<file path="src/rtl/uart_tx_words.sv">
// uart_tx_words
// -----------------------------------------------------------------------------
// Parallel-to-serial UART transmitter for the MVM result path. One W_OUT-bit
// result is captured through a valid/ready handshake. It is then sent as
// N_WORDS back-to-back UART packets, low word first. Each packet is one start
// bit (0), BITS_PER_WORD data bits LSB first, and N_PAD padding/stop bits (1).
//
// Ports:
//   clk      in   rising-edge clock
//   rstn     in   asynchronous active-low reset
//   s_valid  in   upstream has a result on s_data
//   s_data   in   [W_OUT-1:0] result bus; word 0 = s_data[BITS_PER_WORD-1:0]
//   s_ready  out  high while idle; the block can capture s_data
//   tx       out  UART serial line, idle high, driven from a flop
//
// Parameter constraints:
//   CLOCKS_PER_PULSE >= 2
//   PACKET_SIZE      >= BITS_PER_WORD + 2
//   W_OUT            a multiple of BITS_PER_WORD
// -----------------------------------------------------------------------------
module uart_tx_words #(
  parameter int CLOCKS_PER_PULSE = 200_000_000 / 9600,
  parameter int BITS_PER_WORD    = 8,
  parameter int PACKET_SIZE      = BITS_PER_WORD + 5,
  parameter int W_OUT            = 16
) (
  input  logic             clk,
  input  logic             rstn,
  input  logic             s_valid,
  input  logic [W_OUT-1:0] s_data,
  output logic             s_ready,
  output logic             tx
);

  localparam int N_WORDS = W_OUT / BITS_PER_WORD;
  localparam int N_PAD   = PACKET_SIZE - BITS_PER_WORD - 1;
  localparam int N_BITS  = N_WORDS * PACKET_SIZE;

  // Counter widths are sized to hold the last count value.
  localparam int PW = (CLOCKS_PER_PULSE > 1) ? $clog2(CLOCKS_PER_PULSE) : 1;
  localparam int BW = (N_BITS > 1) ? $clog2(N_BITS) : 1;

  localparam logic [PW-1:0] PULSE_LAST = PW'(CLOCKS_PER_PULSE - 1);
  localparam logic [BW-1:0] BIT_LAST   = BW'(N_BITS - 1);

  localparam logic [0:0] IDLE = 1'b0;
  localparam logic [0:0] SEND = 1'b1;

  // ---------------------------------------------------------------------------
  // Frame packing: word w occupies bits [w*PACKET_SIZE +: PACKET_SIZE] and is
  // laid out LSB-first on the line as {pad ones, data word, start bit}.
  // ---------------------------------------------------------------------------
  logic [N_BITS-1:0] frame_packed;

  for (genvar gi = 0; gi < N_WORDS; gi++) begin : g_pack
    assign frame_packed[gi*PACKET_SIZE +: PACKET_SIZE] =
      {{N_PAD{1'b1}}, s_data[gi*BITS_PER_WORD +: BITS_PER_WORD], 1'b0};
  end

  // ---------------------------------------------------------------------------
  // State
  // The bit currently on the line lives in tx_q. shift_q holds only the bits
  // still to come (frame bits 1..N_BITS-1), so its LSB is the next bit to send.
  // ---------------------------------------------------------------------------
  logic [0:0]        state_q,     state_d;
  logic              ready_q,     ready_d;
  logic              tx_q,        tx_d;
  logic [N_BITS-2:0] shift_q,     shift_d;
  logic [PW-1:0]     pulse_cnt_q, pulse_cnt_d;
  logic [BW-1:0]     bit_cnt_q,   bit_cnt_d;

  always_comb begin
    state_d     = state_q;
    ready_d     = ready_q;
    tx_d        = tx_q;
    shift_d     = shift_q;
    pulse_cnt_d = pulse_cnt_q;
    bit_cnt_d   = bit_cnt_q;

    case (state_q)
      IDLE: begin
        tx_d    = 1'b1;
        ready_d = 1'b1;
        if (s_valid && ready_q) begin
          state_d     = SEND;
          ready_d     = 1'b0;
          // The start bit of word 0 goes straight onto the line.
          tx_d        = frame_packed[0];
          shift_d     = frame_packed[N_BITS-1:1];
          pulse_cnt_d = '0;
          bit_cnt_d   = '0;
        end
      end

      default: begin // SEND
        if (pulse_cnt_q == PULSE_LAST) begin
          pulse_cnt_d = '0;
          if (bit_cnt_q == BIT_LAST) begin
            // The last pad bit has had its full pulse: return to idle.
            state_d   = IDLE;
            ready_d   = 1'b1;
            tx_d      = 1'b1;
            bit_cnt_d = '0;
          end else begin
            tx_d      = shift_q[0];
            shift_d   = {1'b1, shift_q[N_BITS-2:1]};
            bit_cnt_d = bit_cnt_q + BW'(1);
          end
        end else begin
          pulse_cnt_d = pulse_cnt_q + PW'(1);
        end
      end
    endcase
  end

  always_ff @(posedge clk or negedge rstn) begin
    if (!rstn) begin
      state_q     <= IDLE;
      ready_q     <= 1'b1;
      tx_q        <= 1'b1;
      shift_q     <= '1;
      pulse_cnt_q <= '0;
      bit_cnt_q   <= '0;
    end else begin
      state_q     <= state_d;
      ready_q     <= ready_d;
      tx_q        <= tx_d;
      shift_q     <= shift_d;
      pulse_cnt_q <= pulse_cnt_d;
      bit_cnt_q   <= bit_cnt_d;
    end
  end

  assign s_ready = ready_q;
  assign tx      = tx_q;

endmodule
</file>
<file path="config.mk">
export PLATFORM = sky130hd
export DESIGN_NAME = uart_tx_words
export DESIGN_NICKNAME = d
export VERILOG_FILES = /design/src/rtl/uart_tx_words.sv
export SDC_FILE = /design/constraint.sdc
export NUM_CORES = 1
export LEC_CHECK = 0
export ABC_AREA = 1
export ABC_CLOCK_PERIOD_IN_PS = 2950
export CAP_MARGIN = 20
export CORE_ASPECT_RATIO = 2
export CORE_MARGIN = 10
export CORE_UTILIZATION = 55
export DETAILED_ROUTE_END_ITERATION = 16
export PLACE_DENSITY = 0.85
export SKIP_CTS_REPAIR_TIMING = 1
export SYNTH_ARGS = -nofsm -noshare
export SYNTH_HDL_FRONTEND = slang
export SYNTH_SLANG_ARGS = --single-unit
</file>
<file path="constraint.sdc">
create_clock -name clk -period 2.95 [get_ports clk]
set_clock_uncertainty 0.2 [all_clocks]
set_input_delay 0.4425 -clock clk [delete_from_list [all_inputs] [get_ports clk]]
set_output_delay 0.4425 -clock clk [all_outputs]
set_load 0.02 [all_outputs]
</file>
-- Yosys cells after proc, flatten, opt, wreduce, memory -nomap -nowiden
Cells that the tools add are included.
- output and inout port bits: 2
- bits of input ports: 19
- word-level logic and storage cells: 40
- flip-flop bits (word level): 48
- add/subtract/negate cells: 2
- reduce and logical (&&, ||, !) cells: 5
- mux-type cells: 22
- equal/unequal tests: 5
- operators with widths (operator ; number):
    25-bit 2-to-1 mux ; 4
    15-bit 2-to-1 mux ; 3
    5-bit 2-to-1 mux ; 4
    15-bit by 1-bit adder with 15-bit output, second input constant ; 1
    15-bit equality test, second input constant ; 1
    1-bit 2-to-1 mux ; 11
    5-bit by 1-bit adder with 5-bit output, second input constant ; 1
    5-bit equality test, second input constant ; 1
    2-bit by 1-bit != test with 1-bit output, second input constant ; 2
    2-bit AND reduction ; 2
    3-bit AND reduction ; 1
    2-bit != test, second input constant ; 1
    2-bit nonzero test ; 1
    1-bit logical AND ; 1

-- Logic depth before layout (Yosys ltp)
Gate-level depths: netlist (run 1).
- depth in word-level cells: 4
- depth in mapped cells: 10
- depth with buffers taken out: 9

-- Least setup slack after synthesis (run 1)
No wires, ideal clock.
- path kind: reg-to-reg
- from: reg pulse_cnt_q[0]
- to: reg pulse_cnt_q[12]
- slack: 1.341 ns
- arrival: 1.283 ns
- period minus slack after synthesis: 1.609 ns
- path buffers: 1
- cell stages (with the launch flop): 9
- path through: dfrtp_1 -> inv_1 -> ha_1 -> nand2_1 -> nor2_1 -> nand2_2 -> o21ai_4 -> buf_6 -> o21ai_0
- longest elaborated chain between the ends: 3
- elaborated cells between the ends (all ways): 4
- those cells by class: 1 x add/sub; 1 x eq/ne; 2 x mux
- RTL lines (what ; line ; source):
    start: declaration ; 69 ; logic [PW-1:0] pulse_cnt_q, pulse_cnt_d;
    start signal: assignment ; 129 ; pulse_cnt_q <= pulse_cnt_d;
    15-bit by 1-bit adder with 15-bit output or 15-bit equality test (tied branches) ; 110, 96 ;
    15-bit 2-to-1 mux * ; 96 ; if (pulse_cnt_q == PULSE_LAST) begin
    15-bit 2-to-1 mux * ; 80 ; case (state_q)
Every way passes the cells marked *; elsewhere a longest branch is shown, timed or not.
A chain may end at the register's enable or synchronous reset.

-- Worst setup path after layout (run 1)
- from: reg pulse_cnt_q[0]
- to: reg state_q
- longest elaborated chain between the ends: 3
- RTL lines (what ; line ; source):
    15-bit equality test ; 96 ;
    1-bit 2-to-1 mux ; 96 ;
    1-bit 2-to-1 mux ; 80 ;
    via state_d ; 65 ; logic [0:0] state_q, state_d;
    end signal: assignment ; 125 ; state_q <= state_d;
    end: declaration ; 65 ;
The timed path passes the listed nets, and every way through them passes these cells.

==> results of run 1 <==
## power by group
group | switching, mW | internal [mW] | total (mW) | leakage [nW]
sequential | 0 | 0.604 | 0.604 | 0.516
clock | 0.219 | 0.251 | 0.470 | 0.0541
combinational | 0.0153 | 0.0201 | 0.0355 | 0.857
## logic make-up after synthesis
kind of cell	synth area share
xor+xnor	0.0164
simple gates	0.436
buf+inv	0.0769
fa+ha+maj	0.0188
compound gates	0.0286
flops	0.423
## Yosys cell counts, drive strengths merged
master / count / share of area
xnor2: 2 / 0.0066
xor2: 3 / 0.0098
inv: 23 / 0.032
clkbuf: 4 / 0.0056
nand2: 139 / 0.20
dfstp: 23 / 0.23
and2: 1 / 0.0023
o22ai: 2 / 0.0047
nand4: 6 / 0.014
or2: 5 / 0.012
o21ai: 9 / 0.021
dfrtp: 21 / 0.20
o21bai: 1 / 0.0028
nor2: 35 / 0.050
buf: 14 / 0.039
nor3: 2 / 0.0038
nand3: 81 / 0.16
ha: 4 / 0.019
## routing by layer
| layer | vias up | track usage | wire (um) |
|---|---|---|---|
| met2 | 61 | 0.295 | 3520 |
| li1 | 1224 | - | - |
| met4 | 0 | 0.0823 | 188 |
| met5 | - | 0 | 0 |
| met3 | 14 | 0.0260 | 200 |
| met1 | 1222 | 0.153 | 2450 |
## worst min-delay path by stage
stage                     startpoint              end  slack, ps  depth (start not counted)
after floorplan                 rstn     bit_cnt_q[0]        -50                          0
after global placement            tx               tx        260                          2
after detailed placement          tx               tx        270                          2
after CTS                       rstn     bit_cnt_q[0]        140                          1
after global routing            rstn  pulse_cnt_q[13]        170                          1
final                           rstn     bit_cnt_q[0]         90                          1
## metrics by stage
stage	cell area, um^2	power [mW]	worst slack, ps	hold WS, ps
after floorplan	2670	0.616	1340	-53.1
after global placement	2840	0.651	778	260
after detailed placement	2840	0.652	712	266
after CTS	2960	1.12	684	142
after global routing	2960	1.14	498	165
final	2960	1.11	701	89.5
## flip-flops by register name, summed over array words and instances, names as in the netlist
signal       flops
shift_q         21
pulse_cnt_q     15
bit_cnt_q        5
s_ready          1
state_q          1
tx               1
## area by class of cell
| class | instances | area (um^2) | area share |
|---|---|---|---|
| Clock buffer | 5 | 68.8 | 0.0233 |
| Clock inverter | 3 | 42.5 | 0.0144 |
| Inverter | 23 | 86.3 | 0.0292 |
| Multi-Input combinational cell | 290 | 1330 | 0.451 |
| Sequential cell | 44 | 1130 | 0.382 |
| Tap cell | 55 | 68.8 | 0.0233 |
| Timing Repair Buffer | 24 | 225 | 0.0762 |
==> metrics.md, run 1 <==
| Metric | Value |
|---|---|
| PwrDens | 375 nW/um^2 |
| Final core occ | 0.637 |
| Slew HR | 0.339 |
| Worst hold path class | primary input to async pin |
| Overflow after GRT | 0 |
| Worst path max stage delay | 640 ps |
| R2R Path Start | pulse_cnt_q[0] |
| R2R Setup Slk | 700 ps |
| Slew Limit Fails | 0 |
| Sequence of cells on the critical path | inv_1, ha_1, nand2_1, nor2_1, nand2_2, o21ai_4, nand3_1 |
| Synth Warn # | 0 |
| Placed cells | around 440 |
| CTS HTree Levels | 2 |
| Setup-failing EPs final | 0 |
| Die Area | 8210 um^2 |
| Commonest cells after routing, fill and taps aside | nand2_1, nand3_1, nor2_1 |
| Initial core utilization | 0.575 |
| Static leakage | ~1.4 nW |
| Sink Count | 44 |
| Yosys cell types | 25 |
| Slew at the pin closest to its max-slew limit | 991 ps |
| CP Buf/Inv Count | 1 |
| Critical Path Fanout Max | 32 |
| Vias in the first global route | between 2,000 and 3,000 |
| Clock Latency Late Sink | 300 ps |
| Root Driver | clkbuf_8 |
| Std cell rows | 35 |
| Start point of the critical path | pulse_cnt_q[0] |
| Share of cells above drive strength 1 | 0.126 |
| Post-synthesis sequential area ratio | 0.423 |
| Net count, final | slightly above 400 |
| Port buffer count | 20 |
| Global Route Usage Sum | 0.156 |
| Final cycle utilization of the critical path | 0.762 |
| First-iteration detailed-routing DRC count | 162 |
| RSZ-0062 raised after global routing | false |
| CTS max path bufs | 2 |
| FF-to-FF End | state_q |
| VDD IR max | around 0.43 mV |
| Routed Antenna Nets | 0 |
| DP Wirelength | 4550 um |
| Seq cells post-synth | 44 |
| Final hold vios | 0 |
| Max cap viols | 0 |
| Non-Filler Instances | 444 |
| Required @ worst endpoint | 2870 ps |
| Initial antenna violation count | 0 |
| Die Span X | 69.3 um |
| CTS tree | done |
| DR vias | between 2,000 and 3,000 |
| Minimum clock period | between 2000 and 2500 ps |
| Num ports | 21 |
| Pre-antenna DRT Iters | 4 |
| Area grow syn2layout | 10.7% |
| Outcome | finished clean |
| Cell family with the largest share of critical-path delay | compound AO/OA/AOI/OAI gates |
| Diode count | 0 |
| Reg clk slew, reported paths | 90 ps |
| Drc violations | 0 |
| CP Launch Type | flop |
| Fillers | 436 |
| Via density | 5.68 |
| Slowest CP cell | o21ai_4 |
| Worst path depth | 7 |
| Worst setup EP type | flop |
| TritonCTS buffer count | 5 |
| FMAX | 445 MHz |
| Die height | between 100 and 150 um |
| Total wire length | roughly 6400 um |
| GP Congestion | 0.894 |
| Syn Inst Count | 375 |
| CP Class | flop to flop |
| Synthesized area | approximately 2700 um^2 |
| Commonest non-fill, non-tap cell in the layout | nand2_1 |
| Core area | 4640 um^2 |
| Net Count, Synth | slightly below 400 |
| Worst path arrival time | 2170 ps |
| Mean post-synth cell area | 7.12 um^2 |
| Setup tns final | 0 ps |
| Worst Reg-to-Reg Cells | 7 |
| Largest net degree at the start of global routing | 45 |
| Crit path capture | state_q |
| First-pass GRT wire length | about 11,000 um |
| Drt wl/cell | 14.3 um |
Note: power is estimated with default switching activity, not from simulation.
==> run 2, diff against run 1 <==
--- a/config.mk
+++ b/config.mk
@@ -6,11 +6,11 @@
 export NUM_CORES = 1
 export LEC_CHECK = 0
 export ABC_AREA = 1
-export ABC_CLOCK_PERIOD_IN_PS = 2950
+export ABC_CLOCK_PERIOD_IN_PS = 2000
 export CAP_MARGIN = 20
 export CORE_ASPECT_RATIO = 2
 export CORE_MARGIN = 10
-export CORE_UTILIZATION = 55
+export CORE_UTILIZATION = 53
 export DETAILED_ROUTE_END_ITERATION = 16
 export PLACE_DENSITY = 0.85
 export SKIP_CTS_REPAIR_TIMING = 1
==> constraint.sdc (replaced) <==
create_clock -name clk -period 2 [get_ports clk]
set_clock_uncertainty 0.2 [all_clocks]
set_input_delay 0.3 -clock clk [delete_from_list [all_inputs] [get_ports clk]]
set_output_delay 0.3 -clock clk [all_outputs]
set_load 0.02 [all_outputs]
==> run 2 against run 1 <==
- die area up 2.9%
- wire length up 7.7%
- sequential power up 48%
- worst setup slack worse by 640 ps
- sequential share of layout area down 1.6 points
- critical path depth down 6
- first-iteration DRC count up 70%
- sequential cell count unchanged
- via count up 0.75%
- global-route usage up 1.1 points
- count of clock-buffer cells in the layout up 2
- critical path type is now flop to output port
- largest power group unchanged
- highest routed layer unchanged
==> metrics.md, run 2 (same netlist as run 1, synthesis figures left out) <==
| Metric | Value |
|---|---|
| Share of cells above drive strength 1 | 0.150 (+0.0244) |
| PwrDens | 507 nW/um^2 (+35%) |
| Critical Path Fanout Max | 2 (-94%) |
| Initial core utilization | 0.549 (-0.0263) |
| CP Class | flop to output port |
| Core area | 4860 um^2 (+4.8%) |
| Die height | 120 um (+1.6%) |
| Reg clk slew, reported paths | 100 ps (about the same) |
| Static leakage | 1.48 nW (+3.9%) |
| Max reg flops | 21 (unchanged) |
| Final hold vios | 0 (unchanged) |
| PnR Total Power | 1.56 mW (+41%) |
| Overflow after GRT | 0 (unchanged) |
| Total wire length | 6840 um (+7.7%) |
| Vias in the first global route | 2,520 (-3.7%) |
| Largest net degree at the start of global routing | 30 (-33%) |
| Sequence of cells on the critical path | clkdlybuf4s50_1 |
| R2R Path Start | pulse_cnt_q[0] |
| TritonCTS buffer count | 5 (unchanged) |
| FMAX | approximately 500 MHz |
| Met1 WL | 2750 um (+12%) |
| Net count, final | 421 (+2.4%) |
| Worst hold path class | primary input to async pin |
| First-iteration detailed-routing DRC count | 276 (+70%) |
| Port buffer count | 20 (unchanged) |
| Root Driver | clkbuf_8 |
| Diode count | 0 (unchanged) |
| Pre-antenna DRT Iters | 5 (+1) |
| Global Route Usage Sum | 0.167 (+0.0113) |
| Final cycle utilization of the critical path | 0.972 |
| Commonest cells after routing, fill and taps aside | nand2_1, nand3_1, nor2_1 |
| CP Launch Type | flop |
| Routed met3 length | 300 um (+50%) |
| Minimum clock period | slightly below 2000 ps |
| Drc violations | 0 (unchanged) |
| CTS max path bufs | 2 (unchanged) |
| Slew at the pin closest to its max-slew limit | 504 ps (-487 ps) |
| Placed cells | 444 (+1.8%) |
| Via density | 5.57 (-1.9%) |
| Sink Count | 44 (unchanged) |
| Slew HR | 0.664 (+0.325) |
| Commonest non-fill, non-tap cell in the layout | nand2_1 |
| Cell family with the largest share of critical-path delay | buffers and inverters |
| Fillers | 421 (-3.4%) |
| Worst path arrival time | 1440 ps (-730 ps) |
| CP Buf/Inv Count | 1 (unchanged) |
| Die Area | 8450 um^2 (+2.9%) |
| Worst path max stage delay | 600 ps (-40 ps) |
| Drt wl/cell | 15.0 um (+4.8%) |
| Non-Filler Instances | 456 (+2.7%) |
| Die Span X | 70.2 um (+1.3%) |
| Initial antenna violation count | 0 (unchanged) |
| Start point of the critical path | tx |
| DR vias | 2,540 (+0.75%) |
| Area grow syn2layout | 15.5% |
| Outcome | finished clean |
| Std cell rows | 36 (+2.9%) |
| CTS HTree Levels | 2 (unchanged) |
| Slowest CP cell | clkdlybuf4s50_1 |
| Required @ worst endpoint | 1500 ps (-1370 ps) |
| Worst setup EP type | output port |
| Num ports | 21 (unchanged) |
| Max cap viols | 0 (unchanged) |
| Largest Register | shift_q |
| GP Congestion | 0.933 (+4.4%) |
| VDD IR max | 0.612 mV (+43%) |
| Slew Limit Fails | 0 (unchanged) |
| Top Registers | shift_q (21), pulse_cnt_q (15), bit_cnt_q (5) |
| RSZ-0062 raised after global routing | false |
| Highest Signal Layer | met4 |
| DP Wirelength | 4730 um (+4.0%) |
| First-pass GRT wire length | 11,800 um (+6.0%) |
| Routed Antenna Nets | 0 (unchanged) |
| Clock Latency Late Sink | 330 ps (+30 ps) |
| WL met2 | 3590 um (+2.1%) |
| CTS tree | done |
| Setup-failing EPs final | 0 (unchanged) |
run 2: changes by cell type in the layout (fill, tap and decap cells not counted), moves of 2 or more:
cell	change
buf_12	+3
buf_4	+5
nor2_1	-2
nor2_2	+2
run 2: stage by stage:
stage	TNS, ps	area, um^2	setup WS (ps)	hold slack (ps)	utilization
floorplan	0	2670	391	-196	-
global placement	0	2930	185	104	0.602
detailed placement	0	2930	115	97.4	0.602
CTS	-19.7	3020	-19.7	-243	0.621
global route	0	3080	1.42	301	0.634
finish	0	3080	56.6	264	0.634
run 2: where the power goes:
part / switching, mW / internal, mW
registers: 0 / 0.892
clock network: 0.334 / 0.281
logic: 0.0230 / 0.0347
total: 0.357 / 1.21
run 2: area by class of cell:
| class | instances | area, um^2 | share of cell area |
|---|---|---|---|
| multi-input combinational | 290 | 1340 | 0.435 |
| sequential | 44 | 1130 | 0.366 |
| timing repair buffer | 34 | 360 | 0.117 |
| clock buffer | 7 | 86.3 | 0.0280 |
| inverter | 23 | 86.3 | 0.0280 |
| tap | 57 | 71.3 | 0.0231 |
| clock inverter | 1 | 7.51 | 0.00244 |
run 2: path summary, 6_finish.rpt:
path / slack, ps / cells after the start / end
setup / recovery: 60 / 1 / tx
hold / removal: 260 / 2 / pulse_cnt_q[2]
setup reg to reg: 70 / 9 / tx
max in group asynchronous: 730 / 3 / shift_q[8]
min in group clk: 270 / 2 / tx
hold reg to reg: 270 / 2 / tx
run 2: metal layers:
layer,track usage,vias to the layer above
met5,0,-
met4,0.0707,0
met3,0.0426,14
met2,0.290,73
met1,0.187,1205
li1,-,1248
==> run 3, diff against run 2 <==
--- a/config.mk
+++ b/config.mk
@@ -10,9 +10,12 @@
 export CAP_MARGIN = 20
 export CORE_ASPECT_RATIO = 2
 export CORE_MARGIN = 10
-export CORE_UTILIZATION = 53
+export CORE_UTILIZATION = 55
 export DETAILED_ROUTE_END_ITERATION = 16
-export PLACE_DENSITY = 0.85
+export DONT_BUFFER_PORTS = 1
+export HOLD_SLACK_MARGIN = 0.08
+export MAX_ROUTING_LAYER = met4
+export PLACE_DENSITY = 0.82
 export SKIP_CTS_REPAIR_TIMING = 1
 export SYNTH_ARGS = -nofsm -noshare
 export SYNTH_HDL_FRONTEND = slang
==> run 3 against run 2 <==
- global-route usage is essentially flat
- register-to-register slack improved by 90 ps
- design area shrank 2.9%
- cell count shrank 2.4%
- power decreased by 1.8%
- fmax increased by 5.9%
- sequential share of layout area increased by 1.1 points
- first-iteration DRC count shrank 24%
- largest cell class unchanged
==> metrics.md, run 3 (same netlist as run 1, synthesis figures left out) <==
| Metric | Value |
|---|---|
| Outcome | finished clean |
| CTS tree | done |
| Critical Path Fanout Max | 14 (+12) |
| PwrDens | 513 nW/um^2 (+1.1%) |
| First-pass GRT wire length | 11,500 um (-2.7%) |
| Setup-failing EPs final | 0 (unchanged) |
| CP Class | flop to flop |
| CTS HTree Levels | 2 (unchanged) |
| PnR Total Power | 1.54 mW (-1.8%) |
| Net count, final | 412 (-2.1%) |
| Fin area | 2990 um^2 (-2.9%) |
| Max cap viols | 0 (unchanged) |
| Slew HR | 0.716 (+0.0518) |
| Top Registers | shift_q (21), pulse_cnt_q (15), bit_cnt_q (5) |
| Die height | 119 um (-1.5%) |
| Overflow after GRT | 0 (unchanged) |
| Minimum clock period | 1840 ps (-108 ps) |
| DP Wirelength | 4680 um (-1.0%) |
| Initial core utilization | 0.575 (+0.0263) |
| DR vias | 2,547 (+0.28%) |
| Static leakage | 1.45 nW (-2.2%) |
| Area grow syn2layout | 12.1% |
| Core area | 4640 um^2 (-4.6%) |
| VDD IR max | 0.450 mV (-26%) |
| Grt met1 use | 0.165 (-0.0217) |
| First-iteration detailed-routing DRC count | 211 (-24%) |
| Final cycle utilization of the critical path | 0.918 (-0.0540) |
| Port buffer count | 0 (-100%) |
| Die Span X | 69.3 um (-1.3%) |
| Hold-critical path depth | 4 |
| Initial antenna violation count | 0 (unchanged) |
| Std cell rows | 35 (-2.8%) |
| Vias in the first global route | 2,535 (+0.60%) |
| Global Route Usage Sum | 0.167 (about the same) |
| Final core occ | 0.645 (+0.0110) |
| Worst path arrival time | 1880 ps (+440 ps) |
| TritonCTS buffer count | 5 (unchanged) |
| Commonest cells after routing, fill and taps aside | nand2_1, nand3_1, nor2_1 |
| Commonest non-fill, non-tap cell in the layout | nand2_1 |
| Total wire length | 6690 um (-2.1%) |
| Max reg flops | 21 (unchanged) |
| Via density | 5.72 (+2.8%) |
| Pre-antenna DRT Iters | 5 (unchanged) |
| Setup tns final | 0 ps (unchanged) |
| CP Launch Type | flop |
| RSZ-0062 raised after global routing | false |
| Worst setup EP type | flop |
| Diode count | 0 (unchanged) |
| Final hold vios | 0 (unchanged) |
| Largest Register | shift_q |
| Num ports | 21 (unchanged) |
| Root Driver | clkbuf_8 |
| Placed Area | 2700 um^2 (-7.7%) |
| Die Area | 8210 um^2 (-2.8%) |
| GP Congestion | 0.915 (-2.0%) |
| Share of cells above drive strength 1 | 0.138 (-0.0119) |
| Slew at the pin closest to its max-slew limit | 425 ps (-78.2 ps) |
| Slew Limit Fails | 0 (unchanged) |
| Sink Count | 44 (unchanged) |
| Clock Latency Late Sink | 300 ps (-30 ps) |
| Met2 GRT Util | 0.289 (-0.000962) |
| Worst Reg-to-Reg Cells | 9 (unchanged) |
| Reg clk slew, reported paths | 90 ps (about the same) |
| GR Util met3 | 0.0243 (-0.0183) |
| Required @ worst endpoint | 2050 ps (+550 ps) |
| Drt wl/cell | 15.0 um (+0.27%) |
| Largest net degree at the start of global routing | 45 (+50%) |
| Worst hold path class | primary input to flop |
| CTS max path bufs | 2 (unchanged) |
| FMAX | 545 MHz (+5.9%) |
| Gr busiest metal | met2 |
| Routed Antenna Nets | 0 (unchanged) |
| Drc violations | 0 (unchanged) |
run 3: worst paths after layout:
kind | startpoint | end | slack [ps]
min in group asynchronous | rstn | pulse_cnt_q[7] | 300
worst min register to register | shift_q[12] | shift_q[12] | 290
worst max-delay path | pulse_cnt_q[0] | shift_q[15] | 160
max in group asynchronous | rstn | shift_q[11] | 1020
worst max register to register | pulse_cnt_q[0] | shift_q[15] | 160
worst min-delay path | s_data[3] | shift_q[3] | 8
run 3: critical path, stage by stage (launching register included):
cell	delay, ps
dfrtp_1	440
inv_1	100
ha_1	200
nand2_1	60
nor2_1	140
nand2_2	90
o21ai_4	180
buf_6	190
nand3_1	90
nand2_1	80
run 3: layout make-up:
cell class              count  area (um^2)
clock buffers               7         86.3
clock inverters             1         6.26
fillers                   430         1650
repair buffers             25          277
inverters                  23         86.3
well taps                  55         68.8
flip-flops and latches     44         1130
multi-input cells         290         1340
run 3: metrics by stage:
stage	hold slack (ps)	std cells	setup slack [ps]
2_1_floorplan	-196	375	391
3_3_place_gp	-193	420	151
3_5_place_dp	-193	420	156
4_1_cts	-529	428	131
5_1_grt	84.1	445	0.694
6_report	7.78	445	165
run 3: routing by layer:
metal,up-vias,share of wire,routed length (um)
met4,0,0.051,339
met2,95,0.53,3540
met1,1192,0.38,2560
met5,-,0,0
met3,34,0.038,253
li1,1226,-,-
run 3: where the power goes:
group          leakage (nW)  switching [mW]  internal (mW)  total [mW]
logic                 0.887          0.0229         0.0267      0.0496
registers             0.516               0          0.891       0.891
clock network        0.0488           0.313          0.282       0.595
